`src/rtl/result_buffer_pkg.sv`:
```
// rtl/result_buffer_pkg.sv - shared constants and width helpers for result_buffer
package result_buffer_pkg;

    localparam int DATA_W_DEF = 32;
    localparam int DEPTH_DEF  = 4;
    localparam int DROP_CNT_W = 16;

    // Pointer width for a power-of-two depth; never narrower than one bit
    function automatic int ptr_w(input int depth);
        return (depth > 1) ? $clog2(depth) : 1;
    endfunction

    // Level must represent 0..depth inclusive, hence one extra bit
    function automatic int level_w(input int depth);
        return $clog2(depth) + 1;
    endfunction

    typedef logic [ptr_w(DEPTH_DEF)-1:0]   ptr_t;
    typedef logic [level_w(DEPTH_DEF)-1:0] level_t;

endpackage

```
`src/rtl/result_buffer_mem.sv`:
```
// rtl/result_buffer_mem.sv - DEPTH x DATA_W register array, one write port, one async read port
module result_buffer_mem
    import result_buffer_pkg::*;
#(
    parameter int DATA_W = DATA_W_DEF,
    parameter int DEPTH  = DEPTH_DEF
)
(
    input  logic                     clk,
    input  logic                     we,
    input  logic [ptr_w(DEPTH)-1:0]  waddr,
    input  logic [DATA_W-1:0]        wdata,
    input  logic [ptr_w(DEPTH)-1:0]  raddr,
    output logic [DATA_W-1:0]        rdata
);

    logic [DATA_W-1:0] mem [DEPTH];

    // Storage carries no reset; validity is tracked by the pointer logic
    always_ff @(posedge clk) begin
        if (we) begin
            mem[waddr] <= wdata;
        end
    end

    assign rdata = mem[raddr];

endmodule

```
`src/rtl/result_buffer.sv`:
```
// rtl/result_buffer.sv - result FIFO with sticky overflow; optional drop counter under RESULT_BUFFER_STATS_EN
module result_buffer
    import result_buffer_pkg::*;
#(
    parameter int DATA_W = DATA_W_DEF,
    parameter int DEPTH  = DEPTH_DEF
)
(
    input  logic                        clk,
    input  logic                        reset_n,
    input  logic                        dv_in,
    input  logic [DATA_W-1:0]           data_in,
    output logic                        valid_out,
    output logic [DATA_W-1:0]           data_out,
    input  logic                        ready_in,
    output logic [$clog2(DEPTH):0]      level,
    output logic                        full,
    output logic                        overflow,
    input  logic                        clr_ovf
`ifdef RESULT_BUFFER_STATS_EN
    ,
    output logic [DROP_CNT_W-1:0]       drop_cnt
`endif
);

    localparam int PTR_W = ptr_w(DEPTH);
    localparam int LVL_W = level_w(DEPTH);

    logic [PTR_W-1:0]  wr_ptr;
    logic [PTR_W-1:0]  rd_ptr;
    logic [LVL_W-1:0]  level_q;
    logic [DATA_W-1:0] rd_data;
    logic              pop;
    logic              push;
    logic              drop;

    assign valid_out = (level_q != '0);
    assign full      = (level_q == LVL_W'(DEPTH));
    assign level     = level_q;
    assign pop       = valid_out & ready_in;
    // A full buffer still accepts when the head leaves in the same cycle
    assign push      = dv_in & (~full | pop);
    assign drop      = dv_in & full & ~pop;
    // Empty buffer presents zero so data_out is defined out of reset
    assign data_out  = valid_out ? rd_data : '0;

    result_buffer_mem #(
        .DATA_W (DATA_W),
        .DEPTH  (DEPTH)
    ) u_mem (
        .clk    (clk),
        .we     (push),
        .waddr  (wr_ptr),
        .wdata  (data_in),
        .raddr  (rd_ptr),
        .rdata  (rd_data)
    );

    // Pointers wrap naturally because DEPTH is a power of two
    always_ff @(posedge clk or negedge reset_n) begin
        if (!reset_n) begin
            wr_ptr <= '0;
            rd_ptr <= '0;
        end else begin
            if (push) wr_ptr <= wr_ptr + PTR_W'(1);
            if (pop)  rd_ptr <= rd_ptr + PTR_W'(1);
        end
    end

    // Occupancy: simultaneous push and pop leaves it unchanged
    always_ff @(posedge clk or negedge reset_n) begin
        if (!reset_n) begin
            level_q <= '0;
        end else begin
            case ({push, pop})
                2'b10:   level_q <= level_q + LVL_W'(1);
                2'b01:   level_q <= level_q - LVL_W'(1);
                default: level_q <= level_q;
            endcase
        end
    end

    // Sticky overflow; a drop in the clearing cycle keeps it set
    always_ff @(posedge clk or negedge reset_n) begin
        if (!reset_n) begin
            overflow <= 1'b0;
        end else if (drop) begin
            overflow <= 1'b1;
        end else if (clr_ovf) begin
            overflow <= 1'b0;
        end
    end

`ifdef RESULT_BUFFER_STATS_EN
    // Saturating drop counter; clear plus drop in one cycle counts that drop
    always_ff @(posedge clk or negedge reset_n) begin
        if (!reset_n) begin
            drop_cnt <= '0;
        end else if (clr_ovf) begin
            drop_cnt <= drop ? DROP_CNT_W'(1) : '0;
        end else if (drop && (drop_cnt != '1)) begin
            drop_cnt <= drop_cnt + DROP_CNT_W'(1);
        end
    end
`endif

endmodule

```
`config.mk`:
```
export PLATFORM = sky130hd
export DESIGN_NAME = result_buffer
export DESIGN_NICKNAME = d
export VERILOG_FILES = /design/src/rtl/result_buffer_pkg.sv /design/src/rtl/result_buffer_mem.sv /design/src/rtl/result_buffer.sv
export SDC_FILE = /design/constraint.sdc
export NUM_CORES = 1
export LEC_CHECK = 0
export CORE_AREA = 2 2 119 121
export CTS_CLUSTER_SIZE = 20
export DETAILED_ROUTE_END_ITERATION = 6
export DIE_AREA = 0 0 121 123
export PLACE_DENSITY = 0.72
export SKIP_LAST_GASP = 1
export SYNTH_ARGS = -nofsm -noshare
export SYNTH_HDL_FRONTEND = slang
export SYNTH_SLANG_ARGS = --single-unit
```
`constraint.sdc`:
```
create_clock -name clk -period 1.89 [get_ports clk]
set_input_delay 0.2835 -clock clk [delete_from_list [all_inputs] [get_ports clk]]
set_output_delay 0.2835 -clock clk [all_outputs]
set_load 0.02 [all_outputs]
```
==> results.sh <==
export IMPL_cts_tree="yes"
export IMPL_finalCriticalPeriod_ps=2120
export IMPL_cts_buffers=17
export IMPL_first_iter_violations=175
export IMPL_finish_instance_area_um2=7490
export IMPL_hold_path_class="input pin to asynchronous set/reset pin"
export IMPL_tightestPinTransition_ps=426
export IMPL_clock_root_buffer="clkbuf_16"
export IMPL_wirelength_um=10100
export IMPL_path_buf_inv=3
export IMPL_design_final_nets=410
export IMPL_grt_ovfl_total=0
export IMPL_grtUsageTotal=0.141
export IMPL_startpoint="rd_ptr[0]"
export IMPL_hold_viol_final=0
export IMPL_hpwl_um=6070
export IMPL_synthToLayoutAreaGrowth_pct=40.7
export IMPL_critPathTopFamily="multiplexers"
export IMPL_dieHeight_um=123
export IMPL_seq_area_frac_synth=0.760
export IMPL_ir_worst_vdd_uv=910
export IMPL_netlist_instances=246
export IMPL_rsz0062_at_grt="true"
export IMPL_drive_above_1_share=0.489
export IMPL_clk_pin_slew_ps=60
export IMPL_leakage_nw=2.69
export IMPL_io_buffers=74
export IMPL_remaining_drc_errors=0
export IMPL_clock_sinks=136
export IMPL_intPower_mw=9.55
export IMPL_sw_frac_of_total=0.293
export IMPL_worstRegToRegCells=9
export IMPL_r2r_setup_slack_ps=-210
export IMPL_grt_pass1_vias=2901
export IMPL_syn_nets=289
export IMPL_antenna_found_initial=1
export IMPL_worstReg2RegStart="level[1]"
export IMPL_avgSynthCellArea_um2=21.6
export IMPL_ant_nets=0
export IMPL_crit_path_top_delay_cell="mux4_2"
export IMPL_nFillCells=1031
export IMPL_critPathMaxStageDelay_ps=500
export IMPL_fmax_ghz=0.471
export IMPL_cts_hold_buf=0
export IMPL_insertion_delay_ps=400
export IMPL_p_clk_frac=0.243
export IMPL_final_period_utilization=1.12
export IMPL_worst_path_max_fanout=7
export IMPL_r2r_end="level[2]"
export IMPL_antenna_cells=0
export IMPL_dieArea_um2=14900
export IMPL_via_per_inst=4.74
export IMPL_p_seq_frac=0.309
export IMPL_fin_ws_ps=-233
export IMPL_dieWidth_um=121
export IMPL_h_tree_depth=4
export IMPL_vias=2656
export IMPL_maxSlewViolCount=0
export IMPL_multi_input_area_um2=1270
export IMPL_dp_cells=513
export IMPL_grt_first_pass_wirelength_um=15200
export IMPL_setup_viol_count_final=35
export IMPL_drt_pass1_iterations=4
export IMPL_endpoint_kind="output port"
export IMPL_yosysWarnings=0
export IMPL_placementRows=43
export IMPL_p_total_mw=13.5
export IMPL_switchingPower_mw=3.96
export IMPL_fin_cells=560
export IMPL_coreArea_um2=13600
export IMPL_powerDensity_nw_per_um2=1800
export IMPL_path_class="register to output port"
export IMPL_start_util=0.391
export IMPL_startpoint_type="register"
export IMPL_maxCapViolCount=0
export IMPL_seq_area_um2=4050
export IMPL_outcome="finished, violations left"
export IMPL_comb_power_share=0.448
export IMPL_cts_path_max_buffers=2
export IMPL_syn_area_um2=5320
export IMPL_wl_per_cell_um=18.0
export IMPL_gp_congestion=0.707
export IMPL_grt_start_max_net_pins=25
export IMPL_cp_required_ps=1610
export IMPL_cp_data_arrival_time_ps=1840
export IMPL_ys_ff_latch=136
export IMPL_crit_chain="buf_12 > buf_4 > mux4_2 > and2_4 > buf_6"
export IMPL_synth_cell_types=21
export IMPL_slew_headroom=0.715
export IMPL_failed_checks="negative setup slack"
export IMPL_pin_count=75
export IMPL_placed_cell_area_um2=6500
export IMPL_fin_skew_ps=5.41
cell families (layout without fill, tap and decap cells):
kind of cell    after synthesis  count (layout)  synth area share
flops                       136             136             0.760
simple gates                 41              41            0.0494
mux                          34              34             0.140
buf+inv                      21             155            0.0212
fa+ha+maj                     6               6            0.0155
xor+xnor                      6               6           0.00987
compound gates                2               2           0.00446
metal layers:
layer / part of all wire / wire (um) / vias to the layer above / GRT usage
li1: - / - / 1214 / -
met1: 0.42 / 4250 / 1357 / 0.175
met2: 0.50 / 5060 / 76 / 0.234
met3: 0.067 / 673 / 7 / 0.0489
met4: 0.0076 / 77 / 2 / 0.0458
met5: 0.0016 / 16 / - / 0
worst max-delay path by stage:
stage / endpoint / depth (start not counted) / slack, ps
6_report: data_out[0] / 5 / -230
5_1_grt: data_out[12] / 5 / -300
4_1_cts: data_out[13] / 5 / -270
3_5_place_dp: data_out[0] / 4 / -260
3_3_place_gp: data_out[0] / 4 / -240
2_1_floorplan: level[2] / 9 / -250
layout by cell type, fill, tap and decap left out, types with 4 or more instances in the layout:
cell and count:
buf_6 35, inv_1 7, buf_12 12, clkdlybuf4s50_1 40, and2_4 35, clkbuf_16 20, edfxtp_1 128, dfrtp_2 5
mux4_2 32, ha_1 4, clkinvlp_4 5, buf_4 21
stage by stage:
stage	utilization	hold slack (ps)	setup TNS (ps)	setup slack [ps]
floorplan	-	-12.1	-363	-245
global placement	0.477	541	-7120	-243
detailed placement	0.477	555	-7750	-265
CTS	0.542	182	-14850	-265
global route	0.550	193	-9530	-299
finish	0.550	190	-7470	-233
synthesized netlist by cell type:
library cell / count / area share
edfxtp_1: 128 / 0.72
and2_1: 33 / 0.039
mux4_2: 32 / 0.14
inv_1: 9 / 0.0063
dfrtp_1: 8 / 0.038
clkbuf_1: 5 / 0.0035
ha_1: 5 / 0.012
and2_2: 4 / 0.0056
buf_6: 4 / 0.0085
buf_2: 3 / 0.0028
xnor2_1: 3 / 0.0049
xor2_1: 3 / 0.0049
fa_1: 1 / 0.0038
mux2_4: 1 / 0.0028
mux2i_1: 1 / 0.0019
nand3_1: 1 / 0.00094
nor2_1: 1 / 0.00070
o21a_4: 1 / 0.0028
o32ai_1: 1 / 0.0016
or3_1: 1 / 0.0012
or3b_4: 1 / 0.0021
registers in the layout (all words and copies together) (netlist names):
signal     count
rd_ptr         2
level          3
overflow       1
wr_ptr         2
u_mem.mem    128
power by group through the flow:
stage | registers [mW] | clock network (mW) | logic, mW
CTS | 4.18 | 3.35 | 5.93
global placement | 4.19 | 0 | 4.87
detailed placement | 4.24 | 0 | 4.89
global route | 4.22 | 3.50 | 6.42
finish | 4.18 | 3.28 | 6.05
floorplan | 4.21 | 0 | 2.80
layout make-up:
| cell class | instances | share of cell area |
|---|---|---|
| clock buffers | 19 | 0.0578 |
| multi-input cells | 89 | 0.170 |
| well taps | 180 | 0.0301 |
| repair buffers | 114 | 0.174 |
| inverters | 9 | 0.00451 |
| clock inverters | 13 | 0.0229 |
| flip-flops and latches | 136 | 0.541 |
timing repair:
item                                    CTS  global route
pin swaps                                24            20
cloned                                    0             3
hold endpoints to repair                  0             0
buffers inserted                         11             2
gates resized for setup                 246             9
endpoints found under the setup margin   36           164
Power figures use the tool's default switching activity.
